[src/rtl/fetch_stage_if.sv]
// rtl/fetch_stage_if.sv - fetch stage control, instruction-memory and IF/ID bundle
interface fetch_stage_if;
    logic        stall;
    logic        redirect_valid;
    logic [31:0] redirect_pc;
    logic        halt;
    logic [31:0] instr_in;
    logic [31:0] curr_pc;
    logic [31:0] if_id_instr;
    logic [31:0] if_id_pc4;
    logic        if_id_valid;
    logic [31:0] fetch_count;
    logic        halted;
    logic        pc_fault;

    modport slave (
        input  stall, redirect_valid, redirect_pc, halt, instr_in,
        output curr_pc, if_id_instr, if_id_pc4, if_id_valid, fetch_count, halted, pc_fault
    );

    modport master (
        output stall, redirect_valid, redirect_pc, halt, instr_in,
        input  curr_pc, if_id_instr, if_id_pc4, if_id_valid, fetch_count, halted, pc_fault
    );
endinterface

[src/rtl/fetch_stage.sv]
// rtl/fetch_stage.sv - program counter and IF/ID pipeline register with halt and fault states
module fetch_stage #(
    parameter logic [31:0] RESET_PC  = 32'h00400000,
    parameter int          MEM_WORDS = 257
) (
    input  logic          clk,
    input  logic          reset,
    fetch_stage_if.slave  bus
);
    localparam logic [31:0] LAST_PC = RESET_PC + 32'(4 * (MEM_WORDS - 1));

    typedef enum logic [1:0] {ST_RUN, ST_HALTED, ST_FAULT} state_t;

    state_t      state, state_n;
    logic [31:0] pc_q, pc_n;
    logic [31:0] instr_q, instr_n;
    logic [31:0] pc4_q, pc4_n;
    logic        valid_q, valid_n;
    logic [31:0] count_q, count_n;
    logic [31:0] pc_plus4;
    logic        pc_ok;

    assign pc_plus4 = pc_q + 32'd4;
    assign pc_ok    = (pc_q[1:0] == 2'b00) && (pc_q >= RESET_PC) && (pc_q <= LAST_PC);

    always_ff @(posedge clk or posedge reset) begin
        if (reset) begin
            state   <= ST_RUN;
            pc_q    <= RESET_PC;
            instr_q <= 32'd0;
            pc4_q   <= 32'd0;
            valid_q <= 1'b0;
            count_q <= 32'd0;
        end else begin
            state   <= state_n;
            pc_q    <= pc_n;
            instr_q <= instr_n;
            pc4_q   <= pc4_n;
            valid_q <= valid_n;
            count_q <= count_n;
        end
    end

    // Priority in RUN: halt, redirect (beats stall), stall, fault, fetch.
    always_comb begin
        state_n = state;
        pc_n    = pc_q;
        instr_n = instr_q;
        pc4_n   = pc4_q;
        valid_n = valid_q;
        count_n = count_q;
        case (state)
            ST_RUN: begin
                if (bus.halt) begin
                    state_n = ST_HALTED;
                    instr_n = 32'd0;
                    pc4_n   = 32'd0;
                    valid_n = 1'b0;
                end else if (bus.redirect_valid) begin
                    pc_n    = bus.redirect_pc;
                    instr_n = 32'd0;
                    pc4_n   = 32'd0;
                    valid_n = 1'b0;
                end else if (bus.stall) begin
                    pc_n = pc_q;
                end else if (!pc_ok) begin
                    state_n = ST_FAULT;
                    instr_n = 32'd0;
                    pc4_n   = 32'd0;
                    valid_n = 1'b0;
                end else begin
                    instr_n = bus.instr_in;
                    pc4_n   = pc_plus4;
                    valid_n = 1'b1;
                    pc_n    = pc_plus4;
                    count_n = count_q + 32'd1;
                end
            end
            default: begin
                state_n = state;
            end
        endcase
    end

    assign bus.curr_pc     = pc_q;
    assign bus.if_id_instr = instr_q;
    assign bus.if_id_pc4   = pc4_q;
    assign bus.if_id_valid = valid_q;
    assign bus.fetch_count = count_q;
    assign bus.halted      = (state == ST_HALTED);
    assign bus.pc_fault    = (state == ST_FAULT);
endmodule

[src/flat_wrapper.sv]
// flat-port wrapper written by rule: the top's interface ports become plain ports
module fetch_stage_flat 
#(
    parameter logic [31:0] RESET_PC  = 32'h00400000,
    parameter int          MEM_WORDS = 257
)
  (clk, reset, bus_stall, bus_redirect_valid, bus_redirect_pc, bus_halt, bus_instr_in, bus_curr_pc, bus_if_id_instr, bus_if_id_pc4, bus_if_id_valid, bus_fetch_count, bus_halted, bus_pc_fault);
  fetch_stage_if bus_i ();
  input  logic clk;
  input  logic reset;
  input wire logic [$bits(bus_i.stall)-1:0] bus_stall;
  input wire logic [$bits(bus_i.redirect_valid)-1:0] bus_redirect_valid;
  input wire logic [$bits(bus_i.redirect_pc)-1:0] bus_redirect_pc;
  input wire logic [$bits(bus_i.halt)-1:0] bus_halt;
  input wire logic [$bits(bus_i.instr_in)-1:0] bus_instr_in;
  output wire logic [$bits(bus_i.curr_pc)-1:0] bus_curr_pc;
  output wire logic [$bits(bus_i.if_id_instr)-1:0] bus_if_id_instr;
  output wire logic [$bits(bus_i.if_id_pc4)-1:0] bus_if_id_pc4;
  output wire logic [$bits(bus_i.if_id_valid)-1:0] bus_if_id_valid;
  output wire logic [$bits(bus_i.fetch_count)-1:0] bus_fetch_count;
  output wire logic [$bits(bus_i.halted)-1:0] bus_halted;
  output wire logic [$bits(bus_i.pc_fault)-1:0] bus_pc_fault;
  assign bus_i.stall = bus_stall;
  assign bus_i.redirect_valid = bus_redirect_valid;
  assign bus_i.redirect_pc = bus_redirect_pc;
  assign bus_i.halt = bus_halt;
  assign bus_i.instr_in = bus_instr_in;
  assign bus_curr_pc = bus_i.curr_pc;
  assign bus_if_id_instr = bus_i.if_id_instr;
  assign bus_if_id_pc4 = bus_i.if_id_pc4;
  assign bus_if_id_valid = bus_i.if_id_valid;
  assign bus_fetch_count = bus_i.fetch_count;
  assign bus_halted = bus_i.halted;
  assign bus_pc_fault = bus_i.pc_fault;
  fetch_stage #(.RESET_PC(RESET_PC), .MEM_WORDS(MEM_WORDS)) u_core (.clk(clk), .reset(reset), .bus(bus_i));
endmodule
[config.mk]
export PLATFORM = sky130hd
export DESIGN_NAME = fetch_stage_flat
export DESIGN_NICKNAME = d
export VERILOG_FILES = /design/src/rtl/fetch_stage_if.sv /design/src/rtl/fetch_stage.sv /design/src/flat_wrapper.sv
export SDC_FILE = /design/constraint.sdc
export NUM_CORES = 1
export LEC_CHECK = 0
export CAP_MARGIN = 20
export CORE_MARGIN = 2
export CORE_UTILIZATION = 46
export DETAILED_ROUTE_END_ITERATION = 10
export PLACE_DENSITY = 0.81
export SETUP_SLACK_MARGIN = 0.15
export SYNTH_ARGS = -nofsm -noshare
export SYNTH_HDL_FRONTEND = slang
export SYNTH_SLANG_ARGS = --single-unit
[constraint.sdc]
create_clock -name clk -period 5.2 [get_ports clk]
set_input_delay 1.04 -clock clk [delete_from_list [all_inputs] [get_ports clk]]
set_output_delay 1.04 -clock clk [all_outputs]
set_load 0.005 [all_outputs]
==> results of run 1 <==
[metrics by stage]
step                      std cells  hold slack (ps)  cell area, µm²  setup WS, ps
after CTS                       898              486            8550          1820
after global placement          867              460            7920          1560
final                           898              479            8550          1770
after detailed placement        867              470            7920          1470
after floorplan                 519              468            5790           664
after global routing            898              499            8550          1650
[layout make-up]
type / count / area (µm²) / area share [%]
flip-flops and latches: 131 / 3280 / 38.4
inverters: 24 / 92.6 / 1.08
clock inverters: 10 / 181 / 2.12
repair buffers: 206 / 2040 / 23.9
multi-input cells: 338 / 2300 / 26.9
clock buffers: 21 / 440 / 5.15
well taps: 168 / 210 / 2.46
[sequential cells by signal, indices dropped and copies added, names as in the netlist]
register	flops
u_core.bus.if_id_pc4	32
u_core.bus.curr_pc	32
u_core.state	2
u_core.bus.if_id_instr	32
u_core.bus.if_id_valid	1
u_core.bus.fetch_count	32
[worst max path at each step]
stage / slack (ps) / cells after the start / endpoint / start
after global placement: 1560 / 6 / u_core.bus.curr_pc[25] / bus_redirect_valid
after global routing: 1650 / 6 / u_core.bus.curr_pc[24] / bus_redirect_valid
after CTS: 1820 / 6 / u_core.bus.curr_pc[24] / bus_redirect_valid
after detailed placement: 1470 / 6 / u_core.bus.curr_pc[30] / bus_redirect_valid
final: 1770 / 6 / u_core.bus.curr_pc[24] / bus_redirect_valid
after floorplan: 660 / 1 / u_core.bus.curr_pc[0] / reset
[cells by family after synthesis]
logic type | Yosys count | synth area share, %
and+or+nand+nor | 183 | 17.8
DFF | 131 | 56.6
AOI/OAI and AO/OA | 99 | 12.6
adders and majority gates | 3 | 0.648
buffers and inverters | 50 | 3.95
muxes | 15 | 2.63
xor gates and xnor gates | 38 | 5.74
[critical path, stage by stage]
cell and delay [ps]:
clkdlybuf4s50_1 740, buf_4 310, inv_1 90, a21boi_2 400, and2_1 840, mux2i_1 310
[routing by layer]
layer  vias up  part of all wire [%]  GRT usage [%]  wire length, µm
met5         -                     0              0                0
met4         0                   1.6           7.86              262
met3        22                   7.6           8.25             1220
met2       215                    49           38.0             7880
met1      2421                    41           31.8             6620
li1       2250                     -              -                -
[cell usage after synthesis, types with 2 or more instances]
master	instances	area, µm²
a2bb2oi_1	2	17.5
inv_1	24	90.1
buf_2	9	45.0
and3_1	8	50.1
ha_1	3	37.5
nor3_1	11	55.1
and4_1	6	52.6
nor4_2	2	25.0
and2_1	24	150
nand3_1	21	105
buf_4	2	15.0
xnor2_1	29	254
o22ai_1	3	18.8
mux2_2	2	22.5
clkbuf_1	11	41.3
nand2_1	43	161
a21oi_1	17	85.1
nand4_1	22	138
o211ai_1	2	15.0
nor4_1	5	31.3
nor2_1	24	90.1
or3_1	2	12.5
xor2_1	9	78.8
dfrtp_1	130	3250
nand2b_1	2	12.5
mux2i_1	13	130
a22o_1	33	289
buf_6	3	33.8
a31oi_1	4	25.0
o22a_1	11	96.3
o21ai_0	14	70.1
a32oi_1	3	26.3
nor3_2	2	20.0
[power by group]
part           internal, mW  switching, mW  leakage (nW)
clock network         0.846          0.435         0.301
registers              1.02              0          1.76
logic                0.0542         0.0424          1.67
==> results.ini, run 1 <==
[run_status]
outcome = complete, no violations

[logic_synthesis]
synth_nets = 591
ys_seq_area_share_pct = 56.6
synth_area_mm2 = 0.00579
synth-edff-count = 0
postSynthAreaPerCell_um2 = 11.2
async_flop_share_pct = 100
synth_top_flop_cell = dfrtp_1
yosysWarnings = 0
synth-seq-cells = 131
yosys.cell_types.count = 56
synthCells = 519

[clocking]
clkTransAtPathRegs_ps = 60
postCtsSetupRepairBufs = 0
tritoncts = built
cts_buffers = 17
ctsLongestPathBuffers = 2
cts_resized = 0
hold_buffers = 0
ctsRootBufferMaster = clkbuf_16
cts-htree-levels = 4
clkLatencyLatePin_ps = 420
clock_sinks = 131

[timing]
period_needed_ps = 3430
tightest_slew_ps = 1020
setup_viol = 0
maxSlewViolCount = 0
hold_viol = 0
min_period_over_period_pct = 65.9
fmax_ghz = 0.292
finClkSkew_ps = 10.5
slew_headroom_pct = 31.7
rsz0062_at_grt = false
fin_tns_setup_ps = 0

[worst_setup_path]
r2r_end = u_core.bus.curr_pc[24]
ff2ff_path_depth = 8
path_class = input pin to flip-flop
cp-start-kind = input pin
reg2reg_slack_ps = 2420
required_ps = 5520
worstReg2RegStart = u_core.bus.curr_pc[2]
cp.arrival_ps = 3750
end_kind = flip-flop
critPathMaxFanout = 20

[worst_hold_path]
min_path_type = flip-flop to flip-flop
hold_path_end = u_core.bus.if_id_pc4[22]
hold_path_startpoint = u_core.bus.if_id_pc4[22]
holdPathStages = 2

[route]
vias = 4908
ant_nets = 0
routed_via_density = 5.47
routed_wl_um = 16000
drcViolationCount = 0
drtIter0Drc = 345
wl_per_cell_um = 17.8
firstDrtPassIters = 5

[floorplanning]
row_count = 40
fp.dieW_um = 116
pin_count = 200
start_util_pct = 47.6
fp.dieH_um = 116
die-area_mm2 = 0.0135
coreArea_mm2 = 0.0122

[final_layout]
drive_gt1_share_pct = 7.40
mostFrequentLayoutCells = 199 x clkdlybuf4s50_1, 130 x dfrtp_1, 43 x nand2_1, 33 x a22o_1, 29 x xnor2_1
syn2layout_area_growth_pct = 47.5
finish.utilization_pct = 70.3
nFillCells = 872
final_nets = 790
n_antenna_cell = 0
final_common_cell = clkdlybuf4s50_1

[global_routing]
grt_pass1_wl_um = 25100
antenna_found_initial = 0
first_global_vias = 4803
grt_max_degree = 63
grt-ovfl-total = 0
grt_usage_pct = 24.2

[power]
powerDensity_mw_per_mm2 = 281
leakage_nw = 3.74
total_power_mw = 2.40
vdd_drop_max_v = 0.000307

[place]
dp.final_hpwl_um = 11300
portBuffers = 199
place.gp.congestion = 0.900

[job]
drv_cap = 0

Power figures use the tool's default switching activity.
==> inputs of run 2 (changes only) <==
--- a/config.mk
+++ b/config.mk
@@ -7,9 +7,9 @@
 export LEC_CHECK = 0
 export CAP_MARGIN = 20
 export CORE_MARGIN = 2
-export CORE_UTILIZATION = 46
+export CORE_UTILIZATION = 41
 export DETAILED_ROUTE_END_ITERATION = 10
-export PLACE_DENSITY = 0.81
+export PLACE_DENSITY = 0.76
 export SETUP_SLACK_MARGIN = 0.15
 export SYNTH_ARGS = -nofsm -noshare
 export SYNTH_HDL_FRONTEND = slang
==> constraint.sdc (replaced) <==
create_clock -name clk -period 3.07 [get_ports clk]
set_input_delay 0.614 -clock clk [delete_from_list [all_inputs] [get_ports clk]]
set_output_delay 0.614 -clock clk [all_outputs]
set_load 0.005 [all_outputs]
==> results.ini, run 2 (synthesis results as in run 1) <==
[route]
wl_per_cell_um = 17.6  ; -1.4%
ant_nets = 0  ; unchanged
drtIter0Drc = 294  ; -15%
routed_via_density = 5.32  ; -2.6%
firstDrtPassIters = 7  ; +2
vias = 4880  ; -0.57%
drcViolationCount = 0  ; unchanged
routed_wl_um = 16100  ; +0.71%

[global_routing]
grt_usage_pct = 22.0  ; -2.2 points
antenna_found_initial = 0  ; unchanged
grt_pass1_wl_um = 25400  ; +1.4%
first_global_vias = 4823  ; +0.42%
grt-ovfl-total = 0  ; unchanged
grt_max_degree = 59  ; -6.3%

[worst_setup_path]
critPathMaxFanout = 12  ; -40%
path_class = input pin to flip-flop
end_kind = flip-flop
required_ps = 3360  ; -2160 ps
cp-start-kind = input pin
cp.arrival_ps = 2650  ; -1100 ps

[floorplanning]
coreArea_mm2 = 0.0138  ; +14%
fp.dieH_um = 123  ; +5.7%
die-area_mm2 = 0.0151  ; +12%
start_util_pct = 41.9  ; -5.7 points
row_count = 43  ; +7.5%
fp.dieW_um = 123  ; +5.7%
pin_count = 200  ; unchanged

[timing]
min_period_over_period_pct = 76.9
slew_headroom_pct = 33.9  ; +2.2 points
maxSlewViolCount = 0  ; unchanged
fmax_ghz = 0.423
finClkSkew_ps = 6.53  ; -3.94 ps
period_needed_ps = 2360
fin_tns_setup_ps = 0  ; unchanged
finalWorstSetupSlack_ps = 708  ; -1070 ps
hold_viol = 0  ; unchanged
setup_viol = 0  ; unchanged
tightest_slew_ps = 989  ; -30.7 ps
rsz0062_at_grt = false

[power]
total_power_mw = 3.91  ; +63%
leakage_nw = 3.77  ; +0.71%
vdd_drop_max_v = 0.000329  ; +7.3%
powerDensity_mw_per_mm2 = 453  ; +62%

[clocking]
cts-htree-levels = 4  ; unchanged
hold_buffers = 0  ; unchanged
ctsRootBufferMaster = clkbuf_16
postCtsSetupRepairBufs = 0  ; unchanged
clkLatencyLatePin_ps = 410  ; about the same
cts_resized = 0  ; unchanged
clock_sinks = 131  ; unchanged
cts_buffers = 17  ; unchanged
tritoncts = built
clkTransAtPathRegs_ps = 50  ; about the same
ctsLongestPathBuffers = 2  ; unchanged

[final_layout]
finish.utilization_pct = 62.3  ; -8.0 points
drive_gt1_share_pct = 8.41  ; +1.0 points
mostFrequentLayoutCells = 199 x clkdlybuf4s50_1, 130 x dfrtp_1, 43 x nand2_1, 33 x a22o_1, 29 x xnor2_1
final_area_mm2 = 0.00861  ; +0.81%
syn2layout_area_growth_pct = 48.7
final_nets = 796  ; +0.76%
final_common_cell = clkdlybuf4s50_1
n_antenna_cell = 0  ; unchanged

[run_status]
outcome = complete, no violations

[place]
dp_slack_ps = 291  ; -1180 ps
portBuffers = 199  ; unchanged
dp.final_hpwl_um = 11700  ; +4.0%
dpl_cell_area_mm2 = 0.00802  ; +1.2%
place.gp.congestion = 0.842  ; -6.5%

[worst_hold_path]
min_path_type = flip-flop to flip-flop

[job]
drv_cap = 0  ; unchanged

[run 2: critical path, cell delays in order]
cell,delay (ps)
clkdlybuf4s50_1,530
nor3_1,230
and4_1,350
and4_1,540
nand4_1,200
xnor2_1,190
[run 2: path summary, 6_finish.rpt]
check	slack [ps]	end	cells after the start	startpoint
setup / recovery	710	u_core.bus.fetch_count[16]	6	bus_halt
hold / removal	480	u_core.bus.fetch_count[31]	1	u_core.bus.fetch_count[31]
setup reg to reg	800	u_core.bus.fetch_count[16]	5	u_core.bus.curr_pc[31]
hold reg to reg	480	u_core.bus.fetch_count[31]	1	u_core.bus.fetch_count[31]
max in group asynchronous	1680	u_core.bus.curr_pc[22]	3	reset
min in group asynchronous	640	u_core.bus.fetch_count[19]	2	reset
[run 2: stage by stage]
stage / hold WS, ps / std cells
final: 477 / 917
after global routing: 484 / 917
after CTS: 477 / 917
after detailed placement: 470 / 885
after global placement: 463 / 885
after floorplan: 468 / 519
[run 2: report_power, final]
part | leakage, nW | switching, mW | total [mW] | internal, mW
clock | 0.290 | 0.729 | 2.01 | 1.28
combinational | 1.71 | 0.0741 | 0.170 | 0.0955
sequential | 1.76 | 0 | 1.73 | 1.73
[run 2: cell type report]
type	count	area (µm²)
inverters	24	93.8
fillers	1097	5210
repair buffers	212	2130
clock buffers	24	492
well taps	180	225
clock inverters	8	100
flip-flops and latches	131	3280
multi-input cells	338	2300
[run 2: metal layers]
layer	GRT usage, %	vias up	wire length, µm
li1	-	2274	-
met1	29.5	2418	7000
met2	35.2	171	7980
met3	5.25	17	898
met4	6.97	0	214
met5	0	-	0
==> inputs of run 3 (changes only) <==
==> constraint.sdc (replaced) <==
create_clock -name clk -period 1.97 [get_ports clk]
set_input_delay 0.394 -clock clk [delete_from_list [all_inputs] [get_ports clk]]
set_output_delay 0.394 -clock clk [all_outputs]
set_load 0.005 [all_outputs]
==> results.ini, run 3 (synthesis results as in run 1) <==
[place]
place.gp.congestion = 0.882  ; +4.8%
dp_slack_ps = -339  ; -630 ps
portBuffers = 199  ; unchanged
dpl_cell_area_mm2 = 0.00848  ; +5.7%
post-place-cells = 932  ; +5.3%
dp.final_hpwl_um = 12300  ; +5.3%

[timing]
hold_viol = 0  ; unchanged
slew_headroom_pct = 70.5  ; +37 points
period_needed_ps = 2100
maxSlewViolCount = 0  ; unchanged
tightest_slew_ps = 440  ; -550 ps
finClkSkew_ps = 10.1  ; +3.59 ps
rsz0062_at_grt = true
min_period_over_period_pct = 107
finalWorstSetupSlack_ps = -134  ; -843 ps
fin_tns_setup_ps = -3120  ; -3120 ps
setup_viol = 65  ; +65
fmax_ghz = 0.475
whs_ps = 311  ; -166 ps

[final_layout]
n_antenna_cell = 0  ; unchanged
syn2layout_area_growth_pct = 70.4
mostFrequentLayoutCells = 179 x clkdlybuf4s50_1, 120 x dfrtp_1, 55 x buf_4, 40 x nand2_1, 33 x a22o_1
final_common_cell = clkdlybuf4s50_1
nFillCells = 917  ; -16%
finish.utilization_pct = 71.4  ; +9.1 points
final_area_mm2 = 0.00988  ; +15%
finalNonFillerCells = 996  ; +8.6%
drive_gt1_share_pct = 24.8  ; +16 points
final_nets = 876  ; +10%

[power]
power.switching_mw = 1.29  ; +61%
p_clk_share_pct = 53.4  ; +2.0 points
seqPwrFrac_pct = 42.0  ; -2.2 points
netSwitchingFraction_pct = 20.2  ; -0.38 points
combPwrFrac_pct = 4.6  ; +0.3 points
p_int_mw = 5.12  ; +65%
leakage_nw = 4.52  ; +20%
total_power_mw = 6.42  ; +64%
vdd_drop_max_v = 0.000541  ; +64%
powerDensity_mw_per_mm2 = 650  ; +43%

[route]
firstDrtPassIters = 5  ; -2
ant_nets = 0  ; unchanged
vias = 5471  ; +12%
wl_per_cell_um = 19.2  ; +9.2%
drcViolationCount = 0  ; unchanged
routed_wl_um = 19100  ; +19%
drtIter0Drc = 419  ; +43%
routed_via_density = 5.49  ; +3.2%

[worst_hold_path]
min_path_type = input pin to asynchronous set/reset pin

[worst_setup_path]
path_class = flip-flop to flip-flop
end_kind = flip-flop
crit_chain = nor4_4 -> nand4_1 -> o31ai_4 -> and2_4 -> buf_12 -> mux2i_2
cp-start-kind = flip-flop
critPathSlowestCell = dfrtp_1
critPathMaxFanout = 9  ; -3
cp.arrival_ps = 2440  ; -210 ps
worstReg2RegStart = u_core.bus.curr_pc[13]
r2r_end = u_core.bus.curr_pc[27]
ff2ff_path_depth = 6  ; +1
reg2reg_slack_ps = -130  ; -930 ps
path_buf_inv = 1  ; unchanged
required_ps = 2310  ; -1050 ps
path_delay_family = simple AND/OR/NAND/NOR gates
slowest_delay_ps = 430  ; -110 ps

[global_routing]
grt_pass1_wl_um = 27900  ; +10%
antenna_found_initial = 0  ; unchanged
grt-ovfl-total = 0  ; unchanged
first_global_vias = 5434  ; +13%
grt_usage_pct = 24.2  ; +2.2 points
grt_max_degree = 51  ; -14%

[clocking]
cts-htree-levels = 4  ; unchanged
clkTransAtPathRegs_ps = 60  ; about the same
cts_buffers = 17  ; unchanged
ctsRootBufferMaster = clkbuf_16
tritoncts = built
clock_sinks = 131  ; unchanged
clkLatencyLatePin_ps = 420  ; about the same
ctsLongestPathBuffers = 2  ; unchanged

[run_status]
violations = negative setup slack
outcome = finished with violations

[floorplanning]
fp.dieH_um = 123  ; unchanged
coreArea_mm2 = 0.0138  ; unchanged
row_count = 43  ; unchanged
start_util_pct = 41.9  ; unchanged
die-area_mm2 = 0.0151  ; unchanged
pin_count = 200  ; unchanged
fp.dieW_um = 123  ; unchanged

[job]
drv_cap = 0  ; unchanged

## run 3: what timing repair did
item / CTS / global route
pin swaps: 11 / 29
hold buffers: 0 / 0
resized for setup: 72 / 55
gates cloned: 0 / 5
setup endpoints to repair: 125 / 112
setup buffers: 22 / 6
## run 3: area by class of cell
type / instances / area [µm²] / share of cell area [%]
inverter: 24 / 93.8 / 0.950
clock buffer: 21 / 450 / 4.56
multi-input combinational: 338 / 2680 / 27.2
clock inverter: 10 / 181 / 1.84
tap: 180 / 225 / 2.28
timing repair buffer: 292 / 2950 / 29.9
sequential: 131 / 3290 / 33.3
## run 3: how the worst max path moves through the flow
| stage | startpoint | endpoint | cells after the start |
|---|---|---|---|
| 3_5_place_dp | bus_halt | u_core.bus.fetch_count[12] | 6 |
| 3_3_place_gp | bus_stall | u_core.bus.fetch_count[30] | 6 |
| 4_1_cts | u_core.bus.curr_pc[2] | u_core.bus.if_id_instr[25] | 8 |
| 2_1_floorplan | reset | u_core.bus.curr_pc[0] | 1 |
| 5_1_grt | u_core.bus.curr_pc[13] | u_core.bus.curr_pc[27] | 6 |
| 6_report | u_core.bus.curr_pc[13] | u_core.bus.curr_pc[27] | 6 |
## run 3: worst reg2reg max path: stages, from the launching register on
cell     delay (ps)
dfrtp_1         430
nor4_4          370
nand4_1         290
o31ai_4         340
and2_4          220
buf_12          140
mux2i_2         220
## run 3: layer usage
metal | track usage, % | vias to the layer above | part of all wire, %
met5 | 0 | - | 0
met4 | 8.91 | 0 | 1.9
met3 | 5.95 | 31 | 6.5
met2 | 39.8 | 243 | 51
met1 | 30.9 | 2757 | 40
li1 | - | 2440 | -
## run 3: power groups by stage
stage,logic [mW],registers (mW),clock network [mW]
2_1_floorplan,0.0887,2.74,0
3_3_place_gp,0.274,2.74,0
3_5_place_dp,0.282,2.74,0
4_1_cts,0.290,2.69,3.46
5_1_grt,0.318,2.69,3.59
6_report,0.294,2.69,3.43
